### src/rtl/dp_ctrl_fsm.sv
// Instruction sequencer: latches one instruction per handshake and steps IDLE -> EXEC -> WRITE.
// Optional retire/illegal counters are built when DP_CTRL_PERF_EN is defined.
module dp_ctrl_fsm #(
  parameter int unsigned INSTR_W = 16,
  parameter int unsigned REG_AW  = 4,
  parameter int unsigned FLAG_W  = 5,
  parameter int unsigned CNT_W   = 16
) (
  input  logic               CLK,
  input  logic               CLR,
  input  logic               instr_valid,
  input  logic [INSTR_W-1:0] instr,
  output logic               instr_ready,
  output logic [7:0]         op,
  output logic               selectImm,
  output logic [7:0]         Imm,
  output logic [REG_AW-1:0]  readRegA,
  output logic [REG_AW-1:0]  readRegB,
  output logic [REG_AW-1:0]  loadReg,
`ifdef DP_CTRL_PERF_EN
  output logic [CNT_W-1:0]   retire_cnt,
  output logic [CNT_W-1:0]   illegal_cnt,
`endif
  input  logic [FLAG_W-1:0]  flags,
  output logic [FLAG_W-1:0]  psr,
  output logic               done,
  output logic               illegal
);

  typedef enum logic [1:0] {StIdle, StExec, StWrite} state_e;

  typedef struct packed {
    logic              legal;
    logic [7:0]        op;
    logic              sel;
    logic [7:0]        imm;
    logic [REG_AW-1:0] ra;
    logic [REG_AW-1:0] rb;
    logic [REG_AW-1:0] wb;
  } dec_t;

  // Illegal encodings decode to all-zero controls with legal=0.
  function automatic dec_t decode(input logic [INSTR_W-1:0] w);
    dec_t       d;
    logic [3:0] hi, ext;
    d   = '0;
    hi  = w[15:12];
    ext = w[7:4];
    if ((hi == 4'h0 && ext inside {4'h1, 4'h2, 4'h3, 4'h4, 4'h5, 4'h6, 4'h7, 4'h9, 4'hB, 4'hF}) ||
        (hi == 4'h8 && ext inside {4'h4, 4'h5, 4'hC, 4'hD})) begin
      d.legal = 1'b1;
      d.op    = {hi, ext};
      d.rb    = w[3:0];
    end else if (hi inside {4'h5, 4'h6, 4'h7, 4'h9, 4'hA, 4'hB, 4'hE}) begin
      d.legal = 1'b1;
      d.op    = {hi, 4'h0};
      d.sel   = 1'b1;
      d.imm   = w[7:0];
    end else if (hi == 4'h8 && w[7:5] == 3'b000) begin
      d.legal = 1'b1;
      d.op    = {4'h8, 3'b000, w[4]};
      d.sel   = 1'b1;
      d.imm   = {4'h0, w[3:0]};
    end
    if (d.legal) begin
      d.ra = w[11:8];
      d.wb = (d.op inside {8'h0B, 8'hB0, 8'hE0}) ? '0 : w[11:8];
    end
    return d;
  endfunction

  state_e              r_state;
  logic [INSTR_W-1:0]  r_instr;
  logic                r_ready;
  logic [7:0]          r_op;
  logic                r_sel;
  logic [7:0]          r_imm;
  logic [REG_AW-1:0]   r_ra;
  logic [REG_AW-1:0]   r_rb;
  logic [REG_AW-1:0]   r_load;
  logic [FLAG_W-1:0]   r_psr;
  logic                r_done;
  logic                r_illegal;

  dec_t w_dec_in;
  dec_t w_dec_q;

  assign w_dec_in = decode(instr);
  assign w_dec_q  = decode(r_instr);

  always_ff @(posedge CLK or negedge CLR) begin
    if (!CLR) begin
      r_state   <= StIdle;
      r_instr   <= '0;
      r_ready   <= 1'b0;
      r_op      <= '0;
      r_sel     <= 1'b0;
      r_imm     <= '0;
      r_ra      <= '0;
      r_rb      <= '0;
      r_load    <= '0;
      r_psr     <= '0;
      r_done    <= 1'b0;
      r_illegal <= 1'b0;
    end else begin
      r_done    <= 1'b0;
      r_illegal <= 1'b0;
      unique case (r_state)
        StIdle: begin
          r_ready <= 1'b1;
          // Accept only once instr_ready is visible, so nothing is taken on the release edge.
          if (r_ready && instr_valid) begin
            r_instr <= instr;
            r_ready <= 1'b0;
            r_state <= StExec;
            r_op    <= w_dec_in.op;
            r_sel   <= w_dec_in.sel;
            r_imm   <= w_dec_in.imm;
            r_ra    <= w_dec_in.ra;
            r_rb    <= w_dec_in.rb;
            r_load  <= '0;
          end
        end
        StExec: begin
          r_state   <= StWrite;
          r_load    <= w_dec_q.wb;
          r_done    <= w_dec_q.legal;
          r_illegal <= ~w_dec_q.legal;
        end
        StWrite: begin
          r_state <= StIdle;
          r_ready <= 1'b1;
          r_op    <= '0;
          r_sel   <= 1'b0;
          r_imm   <= '0;
          r_ra    <= '0;
          r_rb    <= '0;
          r_load  <= '0;
          if (r_done) r_psr <= flags;
        end
        default: r_state <= StIdle;
      endcase
    end
  end

`ifdef DP_CTRL_PERF_EN
  logic [CNT_W-1:0] r_retire_cnt;
  logic [CNT_W-1:0] r_illegal_cnt;

  always_ff @(posedge CLK or negedge CLR) begin
    if (!CLR) begin
      r_retire_cnt  <= '0;
      r_illegal_cnt <= '0;
    end else begin
      if (r_done)    r_retire_cnt  <= r_retire_cnt + 1'b1;
      if (r_illegal) r_illegal_cnt <= r_illegal_cnt + 1'b1;
    end
  end

  assign retire_cnt  = r_retire_cnt;
  assign illegal_cnt = r_illegal_cnt;
`endif

  assign instr_ready = r_ready;
  assign op          = r_op;
  assign selectImm   = r_sel;
  assign Imm         = r_imm;
  assign readRegA    = r_ra;
  assign readRegB    = r_rb;
  assign loadReg     = r_load;
  assign psr         = r_psr;
  assign done        = r_done;
  assign illegal     = r_illegal;

endmodule

### config.mk
export PLATFORM = sky130hd
export DESIGN_NAME = dp_ctrl_fsm
export DESIGN_NICKNAME = d
export VERILOG_FILES = /design/src/rtl/dp_ctrl_fsm.sv
export SDC_FILE = /design/constraint.sdc
export NUM_CORES = 1
export LEC_CHECK = 0
export BUFFER_PORTS_ARGS = -buffer_cell sky130_fd_sc_hd__buf_2
export CAP_MARGIN = 0
export CORE_UTILIZATION = 35
export DETAILED_ROUTE_END_ITERATION = 6
export MAX_ROUTING_LAYER = met4
export PLACE_DENSITY = 0.56
export RECOVER_POWER = 50
export SLEW_MARGIN = 10
export SYNTH_ARGS = -nofsm -noshare
export SYNTH_HDL_FRONTEND = slang
export SYNTH_SLANG_ARGS = --single-unit
### constraint.sdc
create_clock -name CLK -period 1.8 [get_ports CLK]
set_clock_uncertainty 0.15 [all_clocks]
set_input_delay 0.36 -clock CLK [delete_from_list [all_inputs] [get_ports CLK]]
set_output_delay 0.36 -clock CLK [all_outputs]
set_load 0.005 [all_outputs]
==> impl_metrics.toml <==
[synthesis]
synth_warnings = 0
synth_seq_area_share_pct = 58.0
async_flop_share_pct = 100
avgSynthCellArea_um2 = 11.3
ys_seq_elements = 51
synthFlopType = "dfrtp_1"
synth.distinct_cells = 47
syn_inst = 194
syn-num-nets = 218
synth_area_um2 = 2200
synth-edff-count = 0

[place]
portBuffers = 60
pre_cts_ws_ns = 0.0222
routabilityCongestion = 0.762
dp_hpwl_um = 3510

[route]
via_count = 1746
firstDrtPassIters = 4
final_antenna_net_count = 0
drtIter0Drc = 122
drc = 0
wl_per_cell_um = 14.3
wl_um = 4980
vias_per_cell = 5.03

[power_and_ir_drop]
irDropWorstVdd_uv = 670
intPower_mw = 2.67
p_per_area_nw_per_um2 = 1480
combPwrFrac_pct = 37.1
power_switching_share_pct = 35.0
power.share.sequential_pct = 45.3
clkPwrFrac_pct = 17.6
p_sw_mw = 1.44
p_leak_nw = 1.41

[critical_path]
critPathKind = "reg2reg"
worstSetupStartpoint = "r_instr[14]"
cp.required_ns = 1.84
reg2reg_from = "r_instr[14]"
crit_path_end_kind = "flop"
arrival_ns = 1.71
setup.worst_path.start_class = "flop"
r2r-end = "loadReg[2]"
rrSetupSlack_ns = 0.12
crit_fanout = 7
reg2reg_depth = 5

[sta]
maxSlewHeadroom_pct = 53.7
rsz0062_at_grt = "false"
setup_tns_ns = 0
fin_crit_ns = 1.68
fmax_ghz = 0.596
slew_viol_final = 0
hold_viol = 0
finalSetupViolCount = 0
fin_crit_sh_pct = 93.2
worst_pin_slew_ns = 0.695
layout_setup_ws_ns = 0.123

[die]
die_area_um2 = 6610
rows = 28
dieWidth_um = 81.3
fp.dieH_um = 81.3
core-area_um2 = 5990
ioPinCount = 61
start_util_pct = 36.7

[grt]
antenna_found_initial = 0
grt_max_degree = 52
grtUsageTotal_pct = 16.8
grt_pass1_wl_um = 8100
grt_pass1_vias = 1695
grt-ovfl-total = 0

[final_layout]
layout.area.seq_um2 = 1280
area_growth_pct = 26.6
antenna_cells = 0
fin_nets = 295
multiInputGateArea_um2 = 851
layout.filler_cells = 575
layout-drive-gt1-share_pct = 36.4

[clocking]
root_buffer = "clkbuf_8"
insertion_delay_ns = 0.31
clock-sinks = 51
clockBufferDepth = 2
cts_tree = "built"
clk_pin_slew_ns = 0.09
cts_buffers = 5
cts-htree-levels = 2
post-cts-setup-buffers = 0

[hold_path]
hold_depth = 2
hold_class = "in2reg"
min-delay-start = "instr[3]"
holdPathEnd = "readRegB[3]"

[outcome]
status = "completed"

[flow_run]
drv_cap = 0
layout by cell type (no fill, tap or decap), drive strengths merged, types with 2 or more instances in the layout:
cell type and instances:
a32o 3, a32oi 5, dfrtp 51, and3 2, clkbuf 15, o21ai 8
a21oi 4, nand3 3, nor2 4, mux2 5, o31ai 8, inv 7
or2 2, a22o 12, nor2b 2, buf 69, nor4 2, nand3b 2
nand2 43, and2 2
worst max-delay path: stages (launching register included):
cell and delay (ns):
dfrtp_1 0.46, or2_2 0.30, o311a_1 0.13, a311oi_2 0.24, buf_4 0.18, o21ai_0 0.09
synthesized netlist by cell type, types with 2 or more instances:
library cell | instances | share of area [%]
or2_2 | 2 | 0.57
mux2_2 | 5 | 2.6
o21ai_0 | 8 | 1.8
inv_1 | 7 | 1.2
a22o_1 | 7 | 2.8
nand3b_1 | 2 | 0.68
nor2_1 | 4 | 0.68
dfrtp_1 | 51 | 58
buf_6 | 2 | 1.0
o31ai_1 | 8 | 2.7
nor4_1 | 2 | 0.57
a32o_1 | 3 | 1.4
nand3_1 | 2 | 0.46
and2_1 | 2 | 0.57
nand2_1 | 43 | 7.3
a21oi_1 | 4 | 0.91
buf_2 | 3 | 0.68
a32oi_1 | 5 | 2.0
nor2b_1 | 2 | 0.57
a22o_2 | 5 | 2.3
power by group through the flow:
| stage | clock network, mW | registers [mW] | logic, mW |
|---|---|---|---|
| after floorplan | 0 | 1.88 | 0.855 |
| after global placement | 0 | 1.86 | 1.55 |
| after detailed placement | 0 | 1.88 | 1.56 |
| after CTS | 0.745 | 1.86 | 1.57 |
| after global routing | 0.794 | 1.93 | 1.72 |
| final | 0.723 | 1.86 | 1.53 |
per-stage QoR:
step	hold WS, ns	power [mW]	area (µm²)	cells	utilization [%]
2_1_floorplan	-0.0856	2.74	2200	194	-
3_3_place_gp	0.225	3.42	2690	338	44.9
3_5_place_dp	0.226	3.44	2690	338	44.9
4_1_cts	0.121	4.17	2800	347	46.7
5_1_grt	0.120	4.44	2780	347	46.5
6_report	0.130	4.11	2780	347	46.5
cell families (layout without fill, tap and decap cells):
group	after synthesis	count (layout)	synth area share, %
simple gates	68	68	14.8
flops	51	51	58.0
compound gates	54	54	20.6
xor+xnor	1	1	0.398
buf+inv	15	93	3.58
mux	5	5	2.56
flip-flops by register name, indices dropped and copies added, names as in the netlist, 2 cells and up:
signal	flops
readRegB	4
readRegA	4
loadReg	4
Imm	8
r_instr	12
psr	5
op	8
r_state	2
routing by layer:
metal,GRT usage (%),share of wire (%)
met5,-,0
met4,5.89,1.6
met2,25.1,46
met3,3.48,3.6
met1,22.5,48
cell type report:
class	instances	area share, %
Sequential cell	51	45.8
Tap cell	75	3.37
Multi-Input combinational cell	128	30.6
Inverter	8	1.08
Timing Repair Buffer	77	15.6
Clock buffer	8	3.60
what timing repair did:
action | CTS | global route
hold endpoints to repair | 51 | 0
hold buffers | 1 | 0
endpoints found under the setup margin | 0 | 1
gates resized for setup | 0 | 1
worst max path at each step:
stage / endpoint / slack [ns] / depth (start not counted)
after floorplan: readRegB[0] / 0.18 / 5
after global placement: Imm[3] / 0.06 / 5
after detailed placement: readRegB[1] / 0.02 / 5
after CTS: loadReg[3] / 0.09 / 4
after global routing: loadReg[2] / 0.04 / 5
final: loadReg[2] / 0.12 / 5
Power figures use the tool's default switching activity.
